$ cat src/rtl/ram8_arbiter.sv
// Round-robin arbiter sequencing two requesters onto one shared 8-word register bank.
// Latency: grant edge -> ACCESS (ram_load) -> RESP (ack); 3 cycles per transaction (2 with back-to-back grant).
// Backpressure: a requester holds req and its operands until it samples its ack; inputs are ignored outside IDLE.
//
// Ports:
//   clk, rstbar                        clock, asynchronous active-low reset
//   req0/we0/addr0/wdata0, ack0        requester 0 request, operands and one-cycle completion pulse
//   req1/we1/addr1/wdata1, ack1        requester 1 request, operands and one-cycle completion pulse
//   rdata                              shared read data, valid while ack0 or ack1 is high
//   busy                               high whenever a transaction is in flight
//   ram_addr, ram_in, ram_load         bank address, write data and load strobe
//   ram_out                            bank combinational read data
//
// Optional feature macro: RAM8_ARB_BACK2BACK_EN
//   defined   -> the waiting requester is granted straight from RESP, skipping IDLE
//   undefined -> RESP always returns to IDLE
module ram8_arbiter #(
  parameter int WIDTH  = 16,
  parameter int AWIDTH = 3
) (
  input  logic              clk,
  input  logic              rstbar,
  input  logic              req0,
  input  logic              we0,
  input  logic [AWIDTH-1:0] addr0,
  input  logic [WIDTH-1:0]  wdata0,
  output logic              ack0,
  input  logic              req1,
  input  logic              we1,
  input  logic [AWIDTH-1:0] addr1,
  input  logic [WIDTH-1:0]  wdata1,
  output logic              ack1,
  output logic [WIDTH-1:0]  rdata,
  output logic              busy,
  output logic [AWIDTH-1:0] ram_addr,
  output logic [WIDTH-1:0]  ram_in,
  output logic              ram_load,
  input  logic [WIDTH-1:0]  ram_out
);

  typedef enum logic [1:0] {
    IDLE   = 2'd0,
    ACCESS = 2'd1,
    RESP   = 2'd2
  } state_t;

  state_t state, state_n;

  logic winner;       // requester owning the transaction in flight
  logic last_served;  // requester most recently served; loses the next tie
  logic we_q;         // registered write enable of the winner
  logic grant_vld;    // a grant happens at the coming edge
  logic grant_sel;    // which requester that grant goes to

  always_ff @(posedge clk or negedge rstbar) begin
    if (!rstbar) begin
      state <= IDLE;
    end else begin
      state <= state_n;
    end
  end

  always_comb begin
    state_n   = state;
    grant_vld = 1'b0;
    grant_sel = 1'b0;
    ram_load  = 1'b0;
    ack0      = 1'b0;
    ack1      = 1'b0;
    busy      = (state != IDLE);
    case (state)
      IDLE: begin
        if (req0 || req1) begin
          grant_vld = 1'b1;
          // On a tie the requester that was not served last wins.
          if (req0 && req1) grant_sel = ~last_served;
          else              grant_sel = req1;
          state_n = ACCESS;
        end
      end
      ACCESS: begin
        ram_load = we_q;
        state_n  = RESP;
      end
      RESP: begin
        ack0    = ~winner;
        ack1    = winner;
        state_n = IDLE;
`ifdef RAM8_ARB_BACK2BACK_EN
        // Only the other requester may chain; the one just served goes back through IDLE.
        if (winner ? req0 : req1) begin
          grant_vld = 1'b1;
          grant_sel = ~winner;
          state_n   = ACCESS;
        end
`endif
      end
      default: state_n = IDLE;
    endcase
  end

  always_ff @(posedge clk or negedge rstbar) begin
    if (!rstbar) begin
      winner      <= 1'b0;
      last_served <= 1'b1;
      we_q        <= 1'b0;
      ram_addr    <= '0;
      ram_in      <= '0;
      rdata       <= '0;
    end else begin
      if (grant_vld) begin
        winner   <= grant_sel;
        we_q     <= grant_sel ? we1 : we0;
        ram_addr <= grant_sel ? addr1 : addr0;
        ram_in   <= grant_sel ? wdata1 : wdata0;
      end
      // rdata is captured on the same edge the bank loads, so a write
      // returns the word's previous contents.
      if (state == ACCESS) begin
        rdata       <= ram_out;
        last_served <= winner;
      end
    end
  end

endmodule

$ cat config.mk
export PLATFORM = sky130hd
export DESIGN_NAME = ram8_arbiter
export DESIGN_NICKNAME = d
export VERILOG_FILES = /design/src/rtl/ram8_arbiter.sv
export SDC_FILE = /design/constraint.sdc
export NUM_CORES = 1
export LEC_CHECK = 0
export CAP_MARGIN = 30
export CORE_ASPECT_RATIO = 0.75
export CORE_UTILIZATION = 41
export DETAILED_ROUTE_END_ITERATION = 8
export PLACE_DENSITY_LB_ADDON = 0.12
export SLEW_MARGIN = 20
export SYNTH_ARGS = -nofsm -noshare
export SYNTH_HDL_FRONTEND = slang
export SYNTH_SLANG_ARGS = --single-unit
$ cat constraint.sdc
create_clock -name clk -period 2.8 [get_ports clk]
set_clock_uncertainty 0.15 [all_clocks]
set_input_delay 0.7 -clock clk [delete_from_list [all_inputs] [get_ports clk]]
set_output_delay 0.7 -clock clk [all_outputs]
set_load 0.02 [all_outputs]
==> results.toml <==
[cts]
clock-sinks = 40
clkLatencyLatePin_ns = 0.29
cts_buffers = 5
htree_levels = 2
path_clk_slew_ns = 0.07
cts_tree = "done"
cts_hold_buf = 0
post_cts_buffers = 0
cts_root_buf = "clkbuf_8"
cts_buffer_depth = 2
cts_resized = 0

[route]
ant_nets = 0
drt_iter0_markers = 52
drcViolationCount = 0
firstDrtPassIters = 4
wl_per_cell_um = 12.7
dr_total_vias = 1489
drt_wl_total_um = 4020
vias_per_cell = 4.73

[worst_setup_path]
crit_required_ns = 1.95
path_class = "reg2out"
cp-end-kind = "primary output"
cp_slowest_cell = "clkdlybuf4s50_1"
critPathBufInv = 1
worst-r2r-setup-slack_ns = 1.03
crit_path_max_incr_delay_ns = 0.64
r2r_cells = 4
crit_family = "buffers and inverters"
rr_startpoint = "last_served"
crit_chain = "nor3b_1, clkdlybuf4s50_1"
crit_path_start_kind = "flip-flop"
rr_endpoint = "ram_in[4]"
cp_data_arrival_time_ns = 1.57
crit_path_max_fanout = 4

[worst_hold_path]
hold_path_depth = 2
whs_endpoint = "ram_in[3]"
hp-class = "reg2reg"
hold_start = "ram_in[3]"

[run_status]
status = "finished clean"

[synthesis]
synthCells = 162
syn-num-nets = 222
synth_compound_area_share_pct = 12.4
synth_xor_area_share_pct = 0
muxShareOfSynthArea_pct = 12.6
synth_area_um2 = 1750
avgSynthCellArea_um2 = 10.8
ys_ff_latch = 40
seq_area_frac_synth_pct = 57.2
yosysWarnings = 0
synth_simple_gate_area_share_pct = 12.0
synth.distinct_cells = 21
synth_top_family_by_area = "multiplexers"
synth_fa_ha_area_share_pct = 0

[timing]
report.final.setup_viol = 0
worst_slew_pin_slew_ns = 0.844
hold_viol_final = 0
finalCritPeriodShare_pct = 86.5
fin_crit_ns = 2.42
setup_tns_ns = 0
relSlewSlack_pct = 43.8
rsz0062_at_grt = "no"
clock.fmax_mhz = 413
drv_slew = 0

[global_routing]
grt_pass1_wl_um = 6560
grt.total_usage_pct = 19.5
overflow = 0
antenna_found_initial = 0
grt_pass1_vias = 1442
grt_max_degree = 41

[power_and_ir_drop]
p_per_area_nw_per_um2 = 1150
p_leak_uw = 0.00121
ir_drop_v = 0.000674

[floorplan]
die_width_um = 77.5
die_h_um = 58.6
start_util_pct = 43.0
io_pins = 99
die-area_um2 = 4540
rows = 20
core_area_um2 = 4080

[place]
gp_congestion = 0.716
hpwl_um = 2890
numPortBuffers = 98

[layout]
diodes = 0
drive_gt1_share_pct = 12.7
area_growth_pct = 60.7
final_util_pct = 69.0
num-fill-cells = 326
fin_nets = 319

[run]
drv_cap = 0
[cell usage in the layout, fill, tap and decap left out, types with 2 or more instances in the layout]
cell type,synthesis,final
a21oi_1,20,20
and3_1,2,2
buf_4,6,2
clkbuf_1,0,2
clkbuf_8,0,6
clkdlybuf4s50_1,0,97
dfrtp_1,39,39
inv_1,3,3
mux2_2,9,9
mux2_4,8,8
nand2_1,20,20
nand2b_1,2,2
nor2_1,23,23
o21ai_1,17,17
o21ai_2,3,3
[layer usage]
metal / vias to the layer above / track usage (%) / share of wire, %
met5: - / 0 / 0
met3: 9 / 4.65 / 5.8
met4: 0 / 11.9 / 2.3
li1: 733 / - / -
met1: 689 / 25.1 / 47
met2: 58 / 30.5 / 45
[registers in the layout, summed over array words and instances (netlist names)]
register and flops:
last_served 1, ram_addr 3, ram_in 16, rdata 16, state 2, we_q 1
winner 1
[cell usage after synthesis]
cell | count | share of area (%)
and3_1 | 2 | 0.71
nor2_2 | 1 | 0.36
mux2_2 | 9 | 5.8
mux2_4 | 8 | 6.9
o22ai_1 | 1 | 0.36
buf_2 | 2 | 0.57
buf_6 | 1 | 0.64
o21ai_1 | 17 | 4.9
nand2_1 | 20 | 4.3
inv_2 | 1 | 0.21
dfrtp_1 | 39 | 56
nor3b_1 | 1 | 0.43
and3b_2 | 1 | 0.57
nand2b_1 | 2 | 0.71
inv_1 | 3 | 0.64
buf_12 | 1 | 1.1
o21ai_2 | 3 | 1.5
a21oi_1 | 20 | 5.7
nor2_1 | 23 | 4.9
buf_4 | 6 | 2.6
dfstp_2 | 1 | 1.5
[worst max path at each step]
| stage | start | end | slack (ns) | depth (start not counted) |
|---|---|---|---|---|
| CTS | state[0] | ack0 | 0.37 | 2 |
| finish | state[0] | ack0 | 0.38 | 2 |
| detailed placement | req1 | ram_in[2] | 0.40 | 5 |
| floorplan | state[1] | ram_load | 0.85 | 4 |
| global placement | req1 | ram_in[4] | 0.45 | 4 |
| global route | state[0] | ack0 | 0.28 | 2 |
[metrics by stage]
stage | instance area [um2] | power, uW | hold WS (ns) | std cells | worst slack, ns
global placement | 2730 | 2860 | 0.316 | 307 | 0.447
finish | 2820 | 3240 | 0.338 | 315 | 0.379
detailed placement | 2730 | 2880 | 0.326 | 307 | 0.404
CTS | 2820 | 3280 | 0.342 | 315 | 0.369
floorplan | 1750 | 2170 | 0.254 | 162 | 0.855
global route | 2820 | 3470 | 0.366 | 315 | 0.283
[tightest hold or removal path, delay by kind of cell, from the launching register on]
family | cells | cell delay [ns]
flops | 1 | 0.35
compound gates | 1 | 0.05
simple gates | 1 | 0.06
[cell families (layout without fill, tap and decap cells)]
group           Yosys count  in the layout
simple gates             50             50
compound gates           41             41
flops                    40             40
mux                      17             17
buf+inv                  14            112
[power by group]
group / internal, uW / switching (uW) / total [uW]
Combinational: 921 / 896 / 1820
Clock: 201 / 183 / 384
Sequential: 883 / 157 / 1040
[cell type report]
type                            count  area [um2]  share of cell area [%]
Timing Repair Buffer              100         991                    35.2
Inverter                            4        15.0                   0.533
Clock buffer                        8        90.1                    3.20
Multi-Input combinational cell    108         649                    23.1
Sequential cell                    40        1000                    35.6
Tap cell                           55        68.8                    2.44
Note: power is estimated with default switching activity, not from simulation.
